<file path="config.mk">
export PLATFORM = sky130hd
export DESIGN_NAME = ccg_vector_sequencer
export DESIGN_NICKNAME = d
export VERILOG_FILES = /design/src/rtl/ccg_seq_pkg.sv /design/src/rtl/ccg_vector_sequencer_misr.sv /design/src/rtl/ccg_vector_sequencer.sv
export SDC_FILE = /design/constraint.sdc
export NUM_CORES = 1
export LEC_CHECK = 0
export BUFFER_PORTS_ARGS = -buffer_cell sky130_fd_sc_hd__buf_2
export CORE_AREA = 2 2 65 67
export DETAILED_ROUTE_END_ITERATION = 10
export DIE_AREA = 0 0 67 69
export PLACE_DENSITY = 0.8
export REMOVE_ABC_BUFFERS = 1
export SETUP_SLACK_MARGIN = 0.1
export SLEW_MARGIN = 15
export SYNTH_ARGS = -nofsm -noshare
export SYNTH_HDL_FRONTEND = slang
export SYNTH_HIERARCHICAL = 1
export SYNTH_SLANG_ARGS = --single-unit
</file>
<file path="constraint.sdc">
create_clock -name clk -period 2.4 [get_ports clk]
set_input_delay 0.48 -clock clk [delete_from_list [all_inputs] [get_ports clk]]
set_output_delay 0.48 -clock clk [all_outputs]
set_load 0.1 [all_outputs]
</file>
<file path="src/rtl/ccg_seq_pkg.sv">
// Shared types and constants for the combinational-circuit vector sequencer.
// Holds FSM state codes, MISR defaults and the signature update function.
package ccg_seq_pkg;

  localparam int unsigned CCG_SIG_W = 16;
  localparam logic [CCG_SIG_W-1:0] CCG_MISR_POLY = 16'h1021;

  localparam logic [1:0] ST_IDLE   = 2'd0;
  localparam logic [1:0] ST_SETTLE = 2'd1;
  localparam logic [1:0] ST_EMIT   = 2'd2;
  localparam logic [1:0] ST_DONE   = 2'd3;

  // One MISR step at the default width and polynomial
  function automatic logic [CCG_SIG_W-1:0] misr_next(input logic [CCG_SIG_W-1:0] sig,
                                                     input logic [CCG_SIG_W-1:0] data);
    misr_next = {sig[CCG_SIG_W-2:0], 1'b0} ^ (sig[CCG_SIG_W-1] ? CCG_MISR_POLY : '0) ^ data;
  endfunction

endpackage

</file>
<file path="src/rtl/ccg_vector_sequencer_misr.sv">
// Multiple-input signature register with synchronous clear and update enable.
module ccg_misr
  import ccg_seq_pkg::*;
#(
  parameter int unsigned     SIG_W     = CCG_SIG_W,
  parameter logic [SIG_W-1:0] MISR_POLY = CCG_MISR_POLY
) (
  input  logic             clk,
  input  logic             rst_n,
  input  logic             clr,
  input  logic             en,
  input  logic [SIG_W-1:0] data,
  output logic [SIG_W-1:0] sig
);

  logic [SIG_W-1:0] sig_q;
  logic [SIG_W-1:0] sig_d;

  always_comb begin
    sig_d = sig_q;
    if (clr) begin
      sig_d = '0;
    end else if (en) begin
      sig_d = {sig_q[SIG_W-2:0], 1'b0} ^ (sig_q[SIG_W-1] ? MISR_POLY : '0) ^ data;
    end
  end

  always_ff @(posedge clk or negedge rst_n) begin
    if (!rst_n) sig_q <= '0;
    else        sig_q <= sig_d;
  end

  assign sig = sig_q;

endmodule

</file>
<file path="src/rtl/ccg_vector_sequencer.sv">
// Sweeps every input vector through a combinational circuit, streams each
// (vector, response) pair over valid/ready and folds responses into a MISR.
module ccg_vector_sequencer
  import ccg_seq_pkg::*;
#(
  parameter int unsigned      N_IN      = 7,
  parameter int unsigned      N_OUT     = 7,
  parameter int unsigned      SIG_W     = CCG_SIG_W,
  parameter logic [SIG_W-1:0] MISR_POLY = CCG_MISR_POLY,
  parameter int unsigned      SETTLE    = 1
) (
  input  logic              clk,
  input  logic              rst_n,
  input  logic              start,
  output logic [N_IN-1:0]   vec_o,
  input  logic [N_OUT-1:0]  resp_i,
  output logic              pair_valid,
  input  logic              pair_ready,
  output logic [N_IN-1:0]   pair_vec,
  output logic [N_OUT-1:0]  pair_resp,
  output logic              busy,
  output logic              done,
  output logic [SIG_W-1:0]  signature
);

  localparam int unsigned      CNT_W     = (SETTLE > 1) ? $clog2(SETTLE) : 1;
  localparam logic [CNT_W-1:0] SETTLE_LD = CNT_W'(SETTLE - 1);
  localparam logic [N_IN:0]    VEC_LAST  = {1'b0, {N_IN{1'b1}}};

  logic [1:0]       state_q, state_d;
  logic [N_IN:0]    vec_q, vec_d;
  logic [CNT_W-1:0] cnt_q, cnt_d;
  logic             pair_valid_q, pair_valid_d;
  logic [N_IN-1:0]  pair_vec_q, pair_vec_d;
  logic [N_OUT-1:0] pair_resp_q, pair_resp_d;
  logic             busy_q, busy_d;
  logic             done_q, done_d;
  logic             misr_clr_c;
  logic             misr_en_c;

  always_comb begin
    state_d      = state_q;
    vec_d        = vec_q;
    cnt_d        = cnt_q;
    pair_valid_d = pair_valid_q;
    pair_vec_d   = pair_vec_q;
    pair_resp_d  = pair_resp_q;
    busy_d       = busy_q;
    done_d       = 1'b0;
    misr_clr_c   = 1'b0;
    misr_en_c    = 1'b0;
    case (state_q)
      ST_IDLE: begin
        if (start) begin
          state_d    = ST_SETTLE;
          vec_d      = '0;
          cnt_d      = SETTLE_LD;
          busy_d     = 1'b1;
          misr_clr_c = 1'b1;
        end
      end
      ST_SETTLE: begin
        // Response is only trusted on the final settle cycle
        if (cnt_q == '0) begin
          pair_resp_d  = resp_i;
          pair_vec_d   = vec_q[N_IN-1:0];
          pair_valid_d = 1'b1;
          state_d      = ST_EMIT;
        end else begin
          cnt_d = cnt_q - 1'b1;
        end
      end
      ST_EMIT: begin
        if (pair_valid_q && pair_ready) begin
          misr_en_c    = 1'b1;
          pair_valid_d = 1'b0;
          if (vec_q == VEC_LAST) begin
            state_d = ST_DONE;
            done_d  = 1'b1;
          end else begin
            vec_d   = vec_q + 1'b1;
            cnt_d   = SETTLE_LD;
            state_d = ST_SETTLE;
          end
        end
      end
      ST_DONE: begin
        busy_d  = 1'b0;
        state_d = ST_IDLE;
      end
      default: state_d = ST_IDLE;
    endcase
  end

  always_ff @(posedge clk or negedge rst_n) begin
    if (!rst_n) begin
      state_q      <= ST_IDLE;
      vec_q        <= '0;
      cnt_q        <= '0;
      pair_valid_q <= 1'b0;
      pair_vec_q   <= '0;
      pair_resp_q  <= '0;
      busy_q       <= 1'b0;
      done_q       <= 1'b0;
    end else begin
      state_q      <= state_d;
      vec_q        <= vec_d;
      cnt_q        <= cnt_d;
      pair_valid_q <= pair_valid_d;
      pair_vec_q   <= pair_vec_d;
      pair_resp_q  <= pair_resp_d;
      busy_q       <= busy_d;
      done_q       <= done_d;
    end
  end

  ccg_misr #(
    .SIG_W     (SIG_W),
    .MISR_POLY (MISR_POLY)
  ) u_misr (
    .clk   (clk),
    .rst_n (rst_n),
    .clr   (misr_clr_c),
    .en    (misr_en_c),
    .data  (SIG_W'(pair_resp_q)),
    .sig   (signature)
  );

  assign vec_o      = vec_q[N_IN-1:0];
  assign pair_valid = pair_valid_q;
  assign pair_vec   = pair_vec_q;
  assign pair_resp  = pair_resp_q;
  assign busy       = busy_q;
  assign done       = done_q;

endmodule

</file>
==> results of run 1 <==
==> area by class of cell <==
type                            instances  share of cell area, %
Clock inverter                          3                 0.6157
Tap cell                               50                  2.565
Sequential cell                        43                  44.13
Timing Repair Buffer                   54                  11.49
Multi-Input combinational cell        125                  37.76
Inverter                                4                 0.6157
Clock buffer                            5                  2.822
==> logic make-up after synthesis <==
logic type	synth area share, %
AOI/OAI and AO/OA	12.22
xor gates and xnor gates	8.369
adders and majority gates	0.6020
buffers and inverters	5.598
DFF	51.78
muxes	9.753
other	0.1804
and+or+nand+nor	11.50
==> through the flow <==
stage | area, um^2 | utilization (%) | hold slack, ns
floorplan | 2007 | - | 0.1844
global placement | 2355 | 60.17 | 0.3881
detailed placement | 2355 | 60.17 | 0.3884
CTS | 2439 | 62.31 | 0.06765
global route | 2439 | 62.31 | 0.08479
finish | 2439 | 62.31 | 0.06126
==> flip-flops by register name (all words and copies together), names as in the netlist <==
| signal | cells |
|---|---|
| pair_vec | 7 |
| vec_q | 8 |
| busy | 1 |
| state_q | 2 |
| pair_valid | 1 |
| done | 1 |
| pair_resp | 7 |
| u_misr/sig | 16 |
==> layer usage <==
metal  vias up  global-route usage [%]  share of wire (%)
li1        711                       -                  -
met5         -                       0                  0
met1       698                   27.36                 46
met2        35                   27.17                 47
met3         6                   4.405                4.4
met4         0                   8.390                1.9
==> final timing paths <==
check	cells past startpoint	from	end	slack, ns
max in group asynchronous	2	rst_n	pair_vec[3]	1.79
min in group clk	2	resp_i[1]	pair_resp[1]	0.41
max	1	vec_q[4]	vec_o[4]	0.65
min reg2reg	2	pair_vec[1]	pair_vec[1]	0.48
max reg2reg	5	state_q[0]	u_misr/sig[7]	0.65
min	1	rst_n	u_misr/sig[7]	0.06
==> placed cells by master, fill, tap and decap left out, drive strengths merged <==
cell type / instances
a211oi: 14
a21boi: 2
a21oi: 6
a31oi: 6
buf: 54
clkbuf: 5
clkinv: 3
conb: 9
dfrtp: 43
ha: 1
inv: 4
mux2: 13
mux2i: 3
nand2: 8
nand2b: 3
nand3: 4
nand4: 2
nand4b: 2
nor2: 23
nor2b: 1
nor3: 1
nor3b: 1
o21ai: 7
o21bai: 1
o2bb2ai: 1
or3: 1
xnor2: 14
xor3: 2
==> qor.csv, run 1 <==
stage,metric,value,unit
floorplan,row_count,23,
setup_path,cp_top_family,flip-flops,
logic_synthesis,yosysMostFrequentCell,dfrtp_1,
logic_synthesis,yosys-top-cells-count,"dfrtp_1 (43), nor2_1 (23), a211oi_1 (14), xnor2_1 (14), buf_4 (9)",
clock_network,root_buffer,clkbuf_8,
placement,pre_cts_slack,0.6468,ns
clock_network,cts.path.max_buffers,2,
drt,vias,1450,
clock_network,numClockSinks,43,
drt,wire_per_inst,14.00,um
layout,nets,245,
placement,placed_cells,276,
layout,multi_input_area,920.9,um^2
logic_synthesis,synthArstFlopShare,100.0,%
clock_network,clk_pin_slew,0.08,ns
setup_path,cpMaxStageDelayCell,dfrtp_1,
setup_path,slowest_delay,0.50,ns
drt,ant_nets,0,
floorplan,core,3914,um^2
drt,drt_pass1_iterations,4,
sta,min_period,1.750,ns
global_route,grt_pass1_wl,6.775,mm
logic_synthesis,ys.flop_type,dfrtp_1,
drt,drtIter0Drc,105,
setup_path,cp_max_fo,7,
sta,finalClockSkew,0.005413,ns
floorplan,die-area,4623,um^2
logic_synthesis,avgSynthCellArea,11.61,um^2
sta,rsz0062_at_grt,no,
setup_path,critPathBufInv,1,
layout,fill_cells,351,
setup_path,cp.required,1.92,ns
logic_synthesis,yosys.cell_types.count,37,
sta,fmax,0.5713,GHz
clock_network,hold_buffers,0,
setup_path,path_cells,buf_2,
logic_synthesis,synth_area_leader_cell,dfrtp_1,
outcome,status,finished clean,
global_route,grt_overflow,0,
setup_path,arrival,1.27,ns
clock_network,worstSkewPairLatency,0.29,ns
sta,worstMarginPinSlew,0.8523,ns
placement,numPortBuffers,50,
layout,drive_gt1_share,35.90,%
global_route,groute.usage.overall,18.99,%
sta,finalSetupViolCount,0,
placement,hpwl,2.924,mm
floorplan,start_util,53.10,%
global_route,antenna_found_initial,0,
logic_synthesis,synth_edf_count,0,
sta,final_hold_viol_count,0,
clock_network,post_cts_buffers,0,
drt,drt-total-wl,3.976,mm
setup_path,cp-end-kind,output port,
floorplan,die_w,67,um
logic_synthesis,synthesis.area,2078,um^2
flow_run,cap_violations,0,
clock_network,ctsHtreeMaxLevel,2,
floorplan,ios,51,
drt,via_per_inst,5.106,
global_route,first_global_vias,1388,
floorplan,die_h,69,um
setup_path,start_kind,register,
sta,fin_crit_sh,72.93,%
layout,area_growth,17.34,%
clock_network,cts_tree,yes,
sta,fin_ws,0.6496,ns
logic_synthesis,synth_top_area_share,51.78,%
worst_hold_path,hp-class,primary input to asynchronous set/reset pin,
setup_path,crit_type,register to output port,
sta,setup_tns,0,ns
logic_synthesis,synthTopCellsByArea,"dfrtp_1 (52%), xnor2_1 (5.9%), a211oi_1 (5.1%)",
layout,seq_area,1076,um^2
logic_synthesis,synthCells,179,
drt,drc,0,
sta,slew_viol_final,0,
global_route,grt_max_degree,31,
logic_synthesis,ys_seq_area_share,51.78,%
clock_network,cts_resized,0,
sta,slew_headroom,43.18,%
logic_synthesis,ys_warn_count,6,
clock_network,cts_made_buffers,5,
layout,antenna_cells,0,
logic_synthesis,synth.ff_latch_count,43,
layout,fin_cells,284,
placement,place.gp.congestion,0.8584,
Power of run 1 is left out: the tool's default activity adds up to more than one toggle a clock period on the data nets, which glitch-free logic cannot reach.
==> inputs of run 2 (changes only) <==
--- a/config.mk
+++ b/config.mk
@@ -5,11 +5,12 @@
 export SDC_FILE = /design/constraint.sdc
 export NUM_CORES = 1
 export LEC_CHECK = 0
+export ABC_AREA = 1
 export BUFFER_PORTS_ARGS = -buffer_cell sky130_fd_sc_hd__buf_2
-export CORE_AREA = 2 2 65 67
+export CORE_AREA = 2 2 68 70
 export DETAILED_ROUTE_END_ITERATION = 10
-export DIE_AREA = 0 0 67 69
-export PLACE_DENSITY = 0.8
+export DIE_AREA = 0 0 70 72
+export PLACE_DENSITY = 0.76
 export REMOVE_ABC_BUFFERS = 1
 export SETUP_SLACK_MARGIN = 0.1
 export SLEW_MARGIN = 15
==> constraint.sdc (replaced) <==
create_clock -name clk -period 1.7 [get_ports clk]
set_input_delay 0.34 -clock clk [delete_from_list [all_inputs] [get_ports clk]]
set_output_delay 0.34 -clock clk [all_outputs]
set_load 0.1 [all_outputs]
==> run 2 against run 1 <==
Effect of this change: synthesized area grew 4.7%; clock skew grew 0.0017 ns; non-clock buffer count shrank 1; setup slack lost 0.47 ns; register-to-register slack lost 0.41 ns; design area grew 5.6%; flip-flop and latch count is the same; clock-buffer cell count grew 1; first-iteration DRC count shrank 25%; die area grew 9.0%; worst hold slack gained 0.035 ns; largest cell class unchanged.
==> qor.csv, run 2 <==
stage,metric,value,unit
global_route,grt_pass1_wl,7.472,mm
layout,area_growth,18.40,%
setup_path,r2r_cells,8,
floorplan,core,4264,um^2
placement,hpwl,3.190,mm
drt,drtIter0Drc,79,
logic_synthesis,synthesis.area,2176,um^2
drt,vias,1682,
layout,fin_area,2576,um^2
drt,highest_layer,met4,
logic_synthesis,ys_warn_count,6,
layout,multi_input_area,950.9,um^2
pwr,ir_drop,0.0003505,V
drt,drt_pass1_iterations,4,
drt,wl_met1,1.962,mm
logic_synthesis,synth.ff_latch_count,43,
setup_path,crit_type,register to output port,
sta,final_hold_viol_count,0,
setup_path,arrival,1.18,ns
logic_synthesis,ys_seq_area_share,49.45,%
logic_synthesis,synthArstFlopShare,100.0,%
logic_synthesis,synth_top_area_share,49.45,%
drt,ant_nets,0,
logic_synthesis,synthTopCellsByArea,"dfrtp_1 (49%), nand2_1 (14%), xnor2_1 (5.6%)",
setup_path,reg2reg_from,vec_q[0],
global_route,grt_overflow,0,
clock_network,numClockSinks,43,
drt,wl_met3,216,um
layout,antenna_cells,0,
global_route,antenna_found_initial,0,
setup_path,regToRegSetupSlack,0.24,ns
sta,fin_crit_sh,89.18,%
setup_path,cp.required,1.36,ns
logic_synthesis,avgSynthCellArea,8.881,um^2
sta,worstMarginPinSlew,0.5330,ns
sta,setup_tns,0,ns
drt,wl_met2,2.126,mm
global_route,grt_max_degree,44,
setup_path,path_cells,buf_2,
sta,slew_headroom,64.47,%
layout,seq_area,1079,um^2
floorplan,ios,51,
logic_synthesis,yosys.cell_types.count,27,
logic_synthesis,yosys-top-cells-count,"nand2_1 (80), dfrtp_1 (43), inv_1 (15), xnor2_1 (14)",
sta,min_period,1.516,ns
logic_synthesis,synth_area_leader_cell,dfrtp_1,
layout,fin_cells,354,
layout,final_core_util,60.42,%
sta,slew_viol_final,0,
layout,layout_commonest_cell,nand2_1,
floorplan,die-area,5040,um^2
logic_synthesis,yosysMostFrequentCell,nand2_1,
floorplan,die_w,70,um
sta,finalClockSkew,0.007154,ns
setup_path,start_kind,register,
clock_network,clk_pin_slew,0.08,ns
sta,finalSetupViolCount,0,
setup_path,cp_top_family,buffers and inverters,
floorplan,row_count,24,
placement,numPortBuffers,50,
sta,fmax,0.6596,GHz
clock_network,worstSkewPairLatency,0.30,ns
clock_network,ctsHtreeMaxLevel,2,
setup_path,rr_endpoint,vec_q[6],
layout,nets,313,
setup_path,critPathBufInv,1,
placement,place.gp.congestion,0.8420,
pwr,p_leak,1.318,nW
layout,fill_cells,396,
drt,wire_per_inst,12.30,um
clock_network,root_buffer,clkbuf_8,
placement,placed_area,2444,um^2
layout,final_cell_mix,"nand2_1 (80), buf_2 (45), dfrtp_1 (41)",
setup_path,cpMaxStageDelayCell,buf_2,
layout,largest_register_ffs,16,
sta,rsz0062_at_grt,no,
flow_run,cap_violations,0,
logic_synthesis,ys.flop_type,dfrtp_1,
setup_path,slowest_delay,0.46,ns
global_route,first_global_vias,1573,
pwr,power_density,735.6,nW/um^2
layout,drive_gt1_share,32.78,%
clock_network,cts_made_buffers,5,
drt,drt-total-wl,4.355,mm
drt,via_per_inst,4.751,
logic_synthesis,synthCells,245,
worst_hold_path,hp-class,primary input to asynchronous set/reset pin,
clock_network,cts.path.max_buffers,2,
sta,hold-worst-slack,0.09590,ns
outcome,status,finished clean,
clock_network,post_cts_buffers,0,
setup_path,cp_max_fo,5,
floorplan,die_h,72,um
logic_synthesis,synth_edf_count,0,
drt,drc,0,
clock_network,cts_tree,yes,
global_route,groute.usage.overall,18.90,%
placement,placed_cells,346,
setup_path,cp-end-kind,output port,
floorplan,start_util,51.03,%
==> run 2: cell type report <==
class / count / area share (%)
tap: 52 / 2.525
clock inverter: 2 / 1.360
multi-input combinational: 177 / 36.91
clock buffer: 6 / 3.205
inverter: 21 / 3.060
sequential: 43 / 41.86
timing repair buffer: 53 / 11.07
==> run 2: stage by stage <==
step                power [mW]  worst slack, ns
global route             1.961           0.1133
finish                   1.895           0.1839
CTS                      1.927           0.1090
detailed placement       1.091           0.2056
floorplan                1.057          -0.4098
global placement         1.091           0.2506
==> run 2: worst max path at each step <==
stage | from | endpoint | slack [ns] | depth (start not counted)
final | vec_q[6] | vec_o[6] | 0.18 | 1
after global routing | state_q[0] | u_misr/sig[11] | 0.11 | 6
after CTS | vec_q[5] | vec_o[5] | 0.11 | 1
after detailed placement | vec_q[0] | vec_q[6] | 0.21 | 8
after global placement | vec_q[1] | vec_q[6] | 0.25 | 8
after floorplan | vec_q[0] | vec_q[6] | -0.41 | 8
==> run 2: logic make-up after synthesis <==
kind of cell / synth area share (%)
AND/OR/NAND/NOR: 25.24
flip-flops: 49.45
buffers and inverters: 8.395
AO/OA/AOI/OAI: 10.52
XOR/XNOR: 5.636
adder cells (fa/ha/maj): 0.5750
other: 0.1723
==> run 2: layer usage <==
metal  global-route usage [%]  vias up
met4                    5.128        0
met2                    31.75       40
met5                        0        -
li1                         -      860
met3                    4.861        7
met1                    24.61      775
==> run 2: power breakdown <==
part	internal, mW	leakage [nW]	switching (mW)
Sequential	1.02	0.535	0
Clock	0.475	0.0612	0.350
Combinational	0.0170	0.722	0.0310
==> run 2: timing repair <==
item	in CTS	in global routing
endpoints found under the setup margin	4	4
pin swaps	0	0
resized for setup	4	3
hold buffers	0	0
Note: power is estimated with default switching activity, not from simulation.
==> inputs of run 3 (changes only) <==
--- a/config.mk
+++ b/config.mk
@@ -6,7 +6,7 @@
 export NUM_CORES = 1
 export LEC_CHECK = 0
 export ABC_AREA = 1
-export BUFFER_PORTS_ARGS = -buffer_cell sky130_fd_sc_hd__buf_2
+export BUFFER_PORTS_ARGS = -buffer_cell sky130_fd_sc_hd__clkbuf_2
 export CORE_AREA = 2 2 68 70
 export DETAILED_ROUTE_END_ITERATION = 10
 export DIE_AREA = 0 0 70 72
==> run 3 against run 2 <==
Effect of this change: global-route usage about the same; clock skew decreased by 0.0021 ns; setup slack got worse by 0.035 ns; via count is 1.4% higher; register-to-register slack barely moved; maximum frequency down 2.3%; routed wire length about the same; critical path type unchanged.
==> qor.csv, run 3 (synthesis results as in run 2) <==
stage,metric,value,unit
drt,wire_per_inst,12.26,um
layout,largest_register_ffs,16,
sta,worstMarginPinSlew,0.5460,ns
sta,final_hold_viol_count,0,
drt,drtIter0Drc,107,
global_route,antenna_found_initial,0,
drt,via_per_inst,4.803,
placement,placed_area,2466,um^2
floorplan,row_count,24,
layout,drive_gt1_share,32.34,%
layout,nets,314,
sta,fin_ws,0.1485,ns
setup_path,cp_top_family,buffers and inverters,
global_route,first_global_vias,1675,
clock_network,numClockSinks,43,
sta,fin_crit_sh,91.26,%
setup_path,cp-end-kind,output port,
floorplan,die-area,5040,um^2
flow_run,cap_violations,0,
layout,fill_cells,375,
global_route,grt_overflow,0,
setup_path,cpMaxStageDelayCell,clkbuf_2,
setup_path,reg2reg_from,vec_q[1],
clock_network,ctsHtreeMaxLevel,2,
setup_path,crit_start,u_misr/sig[3],
setup_path,start_kind,register,
setup_path,arrival,1.21,ns
sta,hold-worst-slack,0.2482,ns
layout,area_growth,18.23,%
placement,pre_cts_slack,0.1858,ns
layout,final_core_util,60.33,%
global_route,grt_max_degree,28,
floorplan,die_w,70,um
clock_network,cts.path.max_buffers,2,
drt,drt_pass1_iterations,4,
global_route,grt_pass1_wl,7.714,mm
sta,finalClockSkew,0.005058,ns
sta,min_period,1.551,ns
sta,fmax,0.6446,GHz
pwr,p_leak,1.303,nW
global_route,groute.usage.overall,18.89,%
floorplan,die_h,72,um
setup_path,cp_max_fo,3,
placement,numPortBuffers,50,
pwr,ir_drop,0.0003536,V
worst_hold_path,hp-start,resp_i[5],
pwr,power_density,658.5,nW/um^2
clock_network,worstSkewPairLatency,0.28,ns
clock_network,root_buffer,clkbuf_8,
placement,place.gp.congestion,0.8096,
layout,layout_commonest_cell,nand2_1,
setup_path,path_cells,clkbuf_2,
clock_network,clk_pin_slew,0.08,ns
floorplan,ios,51,
sta,finalSetupViolCount,0,
sta,rsz0062_at_grt,no,
placement,hpwl,3.252,mm
drt,vias,1705,
clock_network,cts_made_buffers,5,
layout,antenna_cells,0,
drt,ant_nets,0,
floorplan,start_util,51.03,%
sta,slew_headroom,63.76,%
setup_path,cp.required,1.36,ns
sta,slew_viol_final,0,
drt,drc,0,
setup_path,slowest_delay,0.49,ns
setup_path,critPathBufInv,1,
worst_hold_path,hp-class,primary input to register,
drt,drt-total-wl,4.353,mm
layout,fin_area,2572,um^2
floorplan,core,4264,um^2
clock_network,post_cts_buffers,0,
outcome,status,finished clean,
clock_network,cts_tree,yes,
layout,final_cell_mix,"nand2_1 (80), clkbuf_2 (45), dfrtp_1 (41)",
setup_path,crit_type,register to output port,
-- run 3: repair_timing --
action	4_1_cts	5_1_grt
hold buffers	1	0
setup endpoints to repair	1	15
resized for setup	1	6
endpoints found under the hold margin	5	0
-- run 3: power by group --
part           internal [mW]  total, mW  switching [mW]
Combinational         0.0216     0.0531          0.0315
Clock                  0.289      0.619           0.331
Sequential              1.02       1.02               0
-- run 3: final timing paths --
path / end / depth (start not counted) / slack, ns
worst max-delay path: signature[3] / 1 / 0.15
worst min-delay path: pair_resp[5] / 3 / 0.25
worst max register to register: vec_q[6] / 8 / 0.25
worst min register to register: pair_vec[1] / 2 / 0.48
max in group asynchronous: pair_vec[1] / 3 / 0.68
min in group asynchronous: u_misr/sig[13] / 2 / 0.53
-- run 3: metrics by stage --
stage	setup TNS [ns]	std cells	power, mW
floorplan	-4.884	241	1.057
global placement	0	346	1.094
detailed placement	0	346	1.095
CTS	0	355	1.718
global route	0	355	1.762
finish	0	355	1.694
-- run 3: area by class of cell --
type / count / area, um^2 / share of cell area (%)
inverters: 21 / 81.33 / 3.161
repair buffers: 54 / 307.8 / 11.96
well taps: 52 / 65.06 / 2.529
clock buffers: 7 / 76.32 / 2.967
flip-flops and latches: 43 / 1079 / 41.93
clock inverters: 1 / 5.005 / 0.1946
multi-input cells: 177 / 958.4 / 37.26
-- run 3: layer usage --
layer / GRT usage [%] / vias up / wire (um) / part of all wire (%)
li1: - / 861 / - / -
met1: 24.16 / 805 / 1984 / 46
met2: 33.12 / 37 / 2165 / 50
met3: 4.306 / 2 / 179 / 4.1
met4: 4.274 / 0 / 24 / 0.55
met5: 0 / - / 0 / 0
